### src/rtl/cpu_pkg.sv
// Shared CPU front-end types: opcode field width, opcode constants, fetch FSM states.
// Pure declarations; no timing or flow-control behaviour of its own.
package cpu_pkg;

    localparam int OPC_W       = 6;
    localparam int INSTR_W_DEF = 32;
    localparam int ADDR_W_DEF  = 8;

    localparam logic [OPC_W-1:0] OPC_ALU   = 6'd1;
    localparam logic [OPC_W-1:0] OPC_STORE = 6'd3;

    typedef enum logic [1:0] {
        FETCH_IDLE,
        FETCH_REQ,
        FETCH_DRAIN
    } fetch_state_e;

endpackage

### src/rtl/ifetch_skid.sv
// Single-entry {pc, instr} holding buffer behind the fetch IR; load/pop take effect next cycle.
// No backpressure of its own: the owner never loads while occupied; clear wins over load and pop.
module ifetch_skid #(
    parameter int ADDR_W  = 8,
    parameter int INSTR_W = 32
) (
    input  logic               clk,
    input  logic               reset,
    input  logic               load,
    input  logic               pop,
    input  logic               clear,
    input  logic [ADDR_W-1:0]  load_pc,
    input  logic [INSTR_W-1:0] load_instr,
    output logic               occupied,
    output logic [ADDR_W-1:0]  skid_pc,
    output logic [INSTR_W-1:0] skid_instr
);

    always_ff @(posedge clk) begin
        if (reset) begin
            occupied   <= 1'b0;
            skid_pc    <= '0;
            skid_instr <= '0;
        end else begin
            if (clear) begin
                occupied <= 1'b0;
            end else if (load) begin
                occupied <= 1'b1;
            end else if (pop) begin
                occupied <= 1'b0;
            end
            if (load && !clear) begin
                skid_pc    <= load_pc;
                skid_instr <= load_instr;
            end
        end
    end

endmodule

### src/rtl/ifetch_stage.sv
// Instruction fetch: PC + imem req/ack FSM feeding an IR with a one-entry skid; IR valid 1 cycle after ack.
// Stall holds IR/skid and halts requests once the skid fills; redirect flushes. IFETCH_PERF_EN adds counters.
import cpu_pkg::*;

module ifetch_stage #(
    parameter int                ADDR_W   = ADDR_W_DEF,
    parameter int                INSTR_W  = INSTR_W_DEF,
    parameter logic [ADDR_W-1:0] RESET_PC = '0
) (
    input  logic               clk,
    input  logic               reset,
    input  logic               stall,
    input  logic               redirect,
    input  logic [ADDR_W-1:0]  redirect_pc,
    output logic               imem_req,
    output logic [ADDR_W-1:0]  imem_addr,
    input  logic               imem_ack,
    input  logic [INSTR_W-1:0] imem_rdata,
    output logic               if_valid,
    output logic [INSTR_W-1:0] if_instr,
    output logic [ADDR_W-1:0]  if_pc,
`ifdef IFETCH_PERF_EN
    output logic [31:0]        perf_fetched,
    output logic [31:0]        perf_stall_cyc,
`endif
    output logic [OPC_W-1:0]   if_opc
);

    fetch_state_e       state, state_nxt;
    logic [ADDR_W-1:0]  pc;
    logic [ADDR_W-1:0]  drain_addr;
    logic               ack_fire;
    logic               consume;
    logic               ir_free;
    logic               skid_occ;
    logic               skid_load;
    logic               skid_pop;
    logic [ADDR_W-1:0]  skid_pc;
    logic [INSTR_W-1:0] skid_instr;

    assign ack_fire  = imem_ack && (state == FETCH_REQ);
    assign consume   = if_valid && !stall;
    assign ir_free   = !if_valid || !stall;
    assign skid_load = ack_fire && !ir_free && !redirect;
    assign skid_pop  = consume && !redirect;

    // A drained request must keep presenting the address it was issued with.
    assign imem_req  = (state != FETCH_IDLE);
    assign imem_addr = (state == FETCH_DRAIN) ? drain_addr : pc;
    assign if_opc    = if_instr[INSTR_W-1 -: OPC_W];

    ifetch_skid #(
        .ADDR_W  (ADDR_W),
        .INSTR_W (INSTR_W)
    ) u_skid (
        .clk        (clk),
        .reset      (reset),
        .load       (skid_load),
        .pop        (skid_pop),
        .clear      (redirect),
        .load_pc    (pc),
        .load_instr (imem_rdata),
        .occupied   (skid_occ),
        .skid_pc    (skid_pc),
        .skid_instr (skid_instr)
    );

    always_comb begin
        state_nxt = state;
        case (state)
            FETCH_IDLE: begin
                if (redirect || !skid_occ) state_nxt = FETCH_REQ;
            end
            FETCH_REQ: begin
                if (redirect)                    state_nxt = imem_ack ? FETCH_REQ : FETCH_DRAIN;
                else if (imem_ack && !ir_free)   state_nxt = FETCH_IDLE;
            end
            FETCH_DRAIN: begin
                if (imem_ack) state_nxt = FETCH_REQ;
            end
            default: state_nxt = FETCH_IDLE;
        endcase
    end

    always_ff @(posedge clk) begin
        if (reset) begin
            state      <= FETCH_IDLE;
            pc         <= RESET_PC;
            drain_addr <= RESET_PC;
            if_valid   <= 1'b0;
            if_instr   <= '0;
            if_pc      <= '0;
        end else begin
            state <= state_nxt;
            if (redirect) begin
                pc <= redirect_pc;
            end else if (ack_fire) begin
                pc <= pc + 1'b1;
            end
            if (redirect && (state == FETCH_REQ) && !imem_ack) begin
                drain_addr <= pc;
            end
            // Skid is always older than a response arriving in the same cycle.
            if (redirect) begin
                if_valid <= 1'b0;
            end else if (consume && skid_occ) begin
                if_valid <= 1'b1;
                if_pc    <= skid_pc;
                if_instr <= skid_instr;
            end else if (ack_fire && ir_free) begin
                if_valid <= 1'b1;
                if_pc    <= pc;
                if_instr <= imem_rdata;
            end else if (consume) begin
                if_valid <= 1'b0;
            end
        end
    end

`ifdef IFETCH_PERF_EN
    always_ff @(posedge clk) begin
        if (reset) begin
            perf_fetched   <= '0;
            perf_stall_cyc <= '0;
        end else begin
            if (consume)           perf_fetched   <= perf_fetched + 32'd1;
            if (if_valid && stall) perf_stall_cyc <= perf_stall_cyc + 32'd1;
        end
    end
`endif

endmodule

### config.mk
export PLATFORM = sky130hd
export DESIGN_NAME = ifetch_stage
export DESIGN_NICKNAME = d
export VERILOG_FILES = /design/src/rtl/cpu_pkg.sv /design/src/rtl/ifetch_skid.sv /design/src/rtl/ifetch_stage.sv
export SDC_FILE = /design/constraint.sdc
export NUM_CORES = 1
export LEC_CHECK = 0
export BUFFER_PORTS_ARGS = -buffer_cell sky130_fd_sc_hd__buf_4
export CORE_ASPECT_RATIO = 1.5
export CORE_UTILIZATION = 35
export CTS_CLUSTER_DIAMETER = 30
export DETAILED_ROUTE_END_ITERATION = 10
export SYNTH_ARGS = -nofsm -noshare
export SYNTH_HDL_FRONTEND = slang
export SYNTH_SLANG_ARGS = --single-unit
### constraint.sdc
create_clock -name clk -period 2 [get_ports clk]
set_input_delay 0.4 -clock clk [delete_from_list [all_inputs] [get_ports clk]]
set_output_delay 0.4 -clock clk [all_outputs]
set_load 0.01 [all_outputs]
Word-level counts from Yosys, hierarchy flattened
Index checks and enable logic that the tools add are counted.
{ "totals": {"output_inout_bits": 56, "in_bits": 45, "register_bits": 100, "word_cells": 62} }
{ "op_classes": {"n_mux": 18, "bitwise_logic": 1, "reduce_logical": 28, "add_sub_neg": 1, "n_eq_ne": 5} }
{ "op_table": {"columns": ["operator", "count"], "rows": [
  ["$mux W32", 2],
  ["$mux W8", 5],
  ["$logic_and A1 B1 Y1", 11],
  ["$mux W2", 5],
  ["$add A8 B1 Y8 const B", 1],
  ["$reduce_bool A2 Y1", 4],
  ["$logic_not A1 Y1", 6],
  ["$pmux W2 S3", 1],
  ["$mux W1", 5],
  ["$ne A2 B2 Y1 const B", 2],
  ["$ne A3 B2 Y1 const B", 1],
  ["$reduce_and A3 Y1", 1],
  ["$reduce_bool A3 Y1", 1],
  ["$eq A2 B1 Y1 const B", 1],
  ["$eq A2 B2 Y1 const B", 1],
  ["$logic_not A2 Y1", 1],
  ["$logic_or A1 B1 Y1", 2],
  ["$reduce_and A2 Y1", 1],
  ["$reduce_or A2 Y1", 1],
  ["$not A1 Y1", 1]
]} }

Depth between registers and ports, before layout
{ "depth": {"word_depth": 7, "mapped_depth": 6, "ltp_nobuf": 4} }

Hierarchy
From an unflattened synthesis, not the netlist that was laid out.
{ "hier_totals": {"cells_unflattened": 540, "area_unflattened_um2": 5335.1} }
{ "by_module_without_submodules": {"columns": ["module", "area_per_inst_um2", "n_inst", "cells_each", "seq_area_each_um2"], "rows": [
  ["ifetch_stage", 3453.3, 1, 354, 1181.1],
  ["ifetch_skid", 1881.8, 1, 186, 820.8]
]} }

Worst setup path after synthesis
No wires, ideal clock.
{ "synth_path": {"kind": "flip-flop to output port", "start": "register state[0]", "end": "output imem_addr[0]", "slack_ps": 381, "t_required_ps": 1600, "n_path_buf": 1, "t_arrival_ps": 1219, "path_stages_with_launch": 4, "path_cell_list": "dfxtp_1 and2b_1 clkbuf_1 mux2_2"} }
{ "synth_between": {"elab_chain_cells": 2} }
{ "synth_rtl": {"columns": ["item", "line", "rtl"], "rows": [
  ["start: declaration", "ifetch_stage.sv:29", "fetch_state_e state, state_nxt;"],
  ["start signal: assignment", "ifetch_stage.sv:94", "state <= state_nxt;"],
  ["$eq A2 B2 Y1", "ifetch_stage.sv:49", "assign imem_addr = (state == FETCH_DRAIN) ? drain_addr : pc;"],
  ["$mux W8", "ifetch_stage.sv:49", null],
  ["end: declaration", "ifetch_stage.sv:16", "output logic [ADDR_W-1:0] imem_addr,"]
]} }
No other way between the ends.

Worst setup path in the final report
{ "layout_path": {"start": "register state[0]", "end": "output imem_addr[7]"} }
Same word-level chain as after synthesis.

==> impl_metrics.yaml <==
outcome:
  status: "finished, final reports clean"
cts:
  clock_sinks: 100
  path_clk_slew_ps: 70
  cts_hold_buf: 0
  clk_latency_ps: 350
  cts_setup_buffers: 0
  cts_inserted_buffers: 9
  cts_tree: "built"
  clk_path_buf_depth: 2
  clock-root-buffer: "clkbuf_16"
  htree_num_levels: 3
placement:
  place.detailed.hpwl_mm: 8.11
  dp.cells: 706
  io_buffers: 100
  gp_congestion: 0.724
power_and_ir_drop:
  vdd_drop_max_mv: 0.510
  clkPwrFrac_pct: 41.4
  swShare_pct: 24.7
  power_w: 0.00449
  power.switching_w: 0.00111
  p_comb_share_pct: 11.5
  power_leakage_nw: 2.35
  p_seq_share_pct: 47.1
  cellPowerDensity_mw_per_mm2: 799
  internal_power_w: 0.00338
logic_synthesis:
  synth_adder_area_share_pct: 0.284
  synthSimpleGateAreaFrac_pct: 14.7
  synth_top_family_by_area: "compound AO/OA/AOI/OAI gates"
  ys_ff_latch: 100
  synth_xor_area_share_pct: 0.398
  synth_ff_type: "dfxtp_1"
  syn_area_per_cell_um2: 8.85
  ys_warn_count: 0
  synthDistinctLibCells: 37
  seq_area_frac_synth_pct: 45.4
  syn_nets: 544
  synth_enable_flop_cells: 0
  async_flop_share_pct: 0
  synth_area_mm2: 0.00441
  syn_inst: 498
  synth.area.mux_share_pct: 11.1
  synth_compound_area_share_pct: 21.6
critical_path:
  required_ps: 1600
  worstSetupEndpointType: "primary output"
  critPathMaxStageDelay_ps: 380
  path_cells: "and2b_4 > mux2_2 > buf_4"
  worstSetupPathType: "flop to primary output"
  critPathTopFamily: "flip-flops"
  critPathMaxFanout: 11
  critPathArrivalTime_ps: 1530
  critPathBufInv: 1
  crit_slowest_cell: "dfxtp_2"
  start_kind: "flop"
route:
  post-route-drc-count: 0
  routed_wl_mm: 12.7
  drt_iter0_drc: 245
  viasPerCell: 5.54
  wire_per_inst_um: 17.6
  drt-pass1-iter-count: 4
  ant_nets: 0
  vias: 4007
global_routing:
  grt_pass1_vias: 3989
  grt_use_total_pct: 20.2
  grt_max_degree: 51
  grt_overflow: 0
  grt_pass1_wl_mm: 20.5
  grt_antenna_before_repair: 0
finish:
  nets: 611
  fillers: 1213
  diodes: 0
  stdcell_count: 723
  drive_above_1_share_pct: 26.0
  fin_util_pct: 46.3
  area_growth_pct: 27.4
die:
  io_pins: 101
  core_region_area_mm2: 0.0121
  dieWidth_um: 93.6
  die-height_um: 139
  rows: 49
  initial_core_util_pct: 36.3
  die-area_mm2: 0.0131
timing:
  fin_tns_setup_ps: 0
  skew_ps: 6.29
  max_freq_mhz: 519
  slew_headroom_pct: 62.7
  fin_crit_ps: 1930
  slew_violations: 0
  rsz0062_at_grt: "no"
  fin_hold_ws_ps: 319
  finalCritPeriodShare_pct: 96.3
  hold_violations: 0
  setup_viol: 0
  tightest_slew_ps: 560
hold_path:
  worst_hold_path_type: "input port to flop"
job:
  cap_violations: 0
cell type report:
class | instances | area [um2] | area share (%)
clock buffers | 12 | 267 | 4.75
clock inverters | 4 | 56.3 | 1.00
inverters | 2 | 7.51 | 0.134
multi-input cells | 335 | 2150 | 38.3
flip-flops and latches | 100 | 2000 | 35.7
well taps | 153 | 191 | 3.41
repair buffers | 117 | 941 | 16.8
metrics by stage:
step	worst slack [ps]	cell area, um2
4_1_cts	15.3	5610
3_5_place_dp	207	5280
6_report	74.8	5620
5_1_grt	25.6	5620
3_3_place_gp	273	5280
2_1_floorplan	381	4410
layout by cell type (no fill, tap or decap), types with 3 or more instances in the layout:
cell / netlist / final
buf_4: 7 / 112
dfxtp_1: 100 / 98
a21oi_1: 49 / 49
nor2_1: 48 / 48
o21ai_0: 43 / 43
nand3_1: 42 / 42
mux2i_1: 40 / 40
a221oi_1: 40 / 40
nand2_1: 20 / 20
clkbuf_16: 0 / 9
mux2_2: 8 / 8
a311oi_1: 6 / 6
buf_12: 0 / 5
nand2b_1: 4 / 4
nand4_1: 3 / 3
or4_1: 3 / 3
o31ai_1: 3 / 3
a211oi_1: 3 / 3
clkinv_4: 0 / 3
clkbuf_8: 0 / 3
worst paths after layout:
kind,startpoint,endpoint,slack [ps],depth (start not counted)
min reg2reg,drain_addr[2]$_SDFFE_PP0P_,drain_addr[2]$_SDFFE_PP0P_,460,2
max reg2reg,pc[0]$_SDFFE_PP0P_,pc[6]$_SDFFE_PP0P_,410,4
min,imem_rdata[5],u_skid.skid_instr[5]$_SDFFE_PP0P_,320,3
max,state[0]$_SDFFE_PP0P_,imem_addr[7],70,3
power by group through the flow:
stage	combinational, W	clock [W]	sequential, W
2_1_floorplan	0.000249	0	0.00216
5_1_grt	0.000560	0.00198	0.00212
4_1_cts	0.000520	0.00189	0.00211
6_report	0.000515	0.00186	0.00211
3_5_place_dp	0.000517	0	0.00216
3_3_place_gp	0.000510	0	0.00216
cell usage after synthesis (2+ instances only):
library cell	instances	area share [%]
a2111oi_0	2	0.40
a211oi_1	3	0.51
a21oi_1	49	5.6
a221oi_1	40	8.0
a311oi_1	6	1.2
buf_2	17	1.9
buf_4	7	1.2
clkbuf_1	37	3.2
dfxtp_1	100	45
mux2_2	8	2.0
mux2i_1	40	9.1
nand2_1	20	1.7
nand2b_1	4	0.57
nand3_1	42	4.8
nand3b_1	2	0.34
nand4_1	3	0.43
nand4b_1	2	0.40
nor2_1	48	4.1
nor4bb_1	2	0.45
o21ai_0	43	4.9
o31ai_1	3	0.51
or3_1	2	0.28
or4_1	3	0.51
xor2_1	2	0.40
what timing repair did:
action	in CTS	in global routing
endpoints found under the setup margin	8	8
endpoints found under the hold margin	0	0
gates cloned	1	0
gates resized for setup	3	1
state kept, by name, indices dropped and copies added (netlist names):
name and count:
u_skid.occupied 1, if_instr 32, pc 8, if_valid 1, if_pc 8, u_skid.skid_instr 32
state 2, drain_addr 8, u_skid.skid_pc 8
logic make-up after synthesis:
family                     count (synthesis)
buffers and inverters                     64
muxes                                     48
and+or+nand+nor                          134
DFF                                      100
AOI/OAI and AO/OA                        149
adders and majority gates                  1
xor gates and xnor gates                   2
per-layer routing:
metal | wire, um | up-vias | global-route usage [%]
met5 | 0 | - | 0
met4 | 93 | 0 | 6.32
met3 | 621 | 7 | 4.15
met2 | 6810 | 104 | 36.3
met1 | 5220 | 1941 | 23.5
li1 | - | 1955 | -
tightest hold or removal path, stage by stage:
cell and delay [ps]:
buf_4 110, nand3_1 60, a21oi_1 50
No activity file was read; power rests on OpenSTA's default activity.
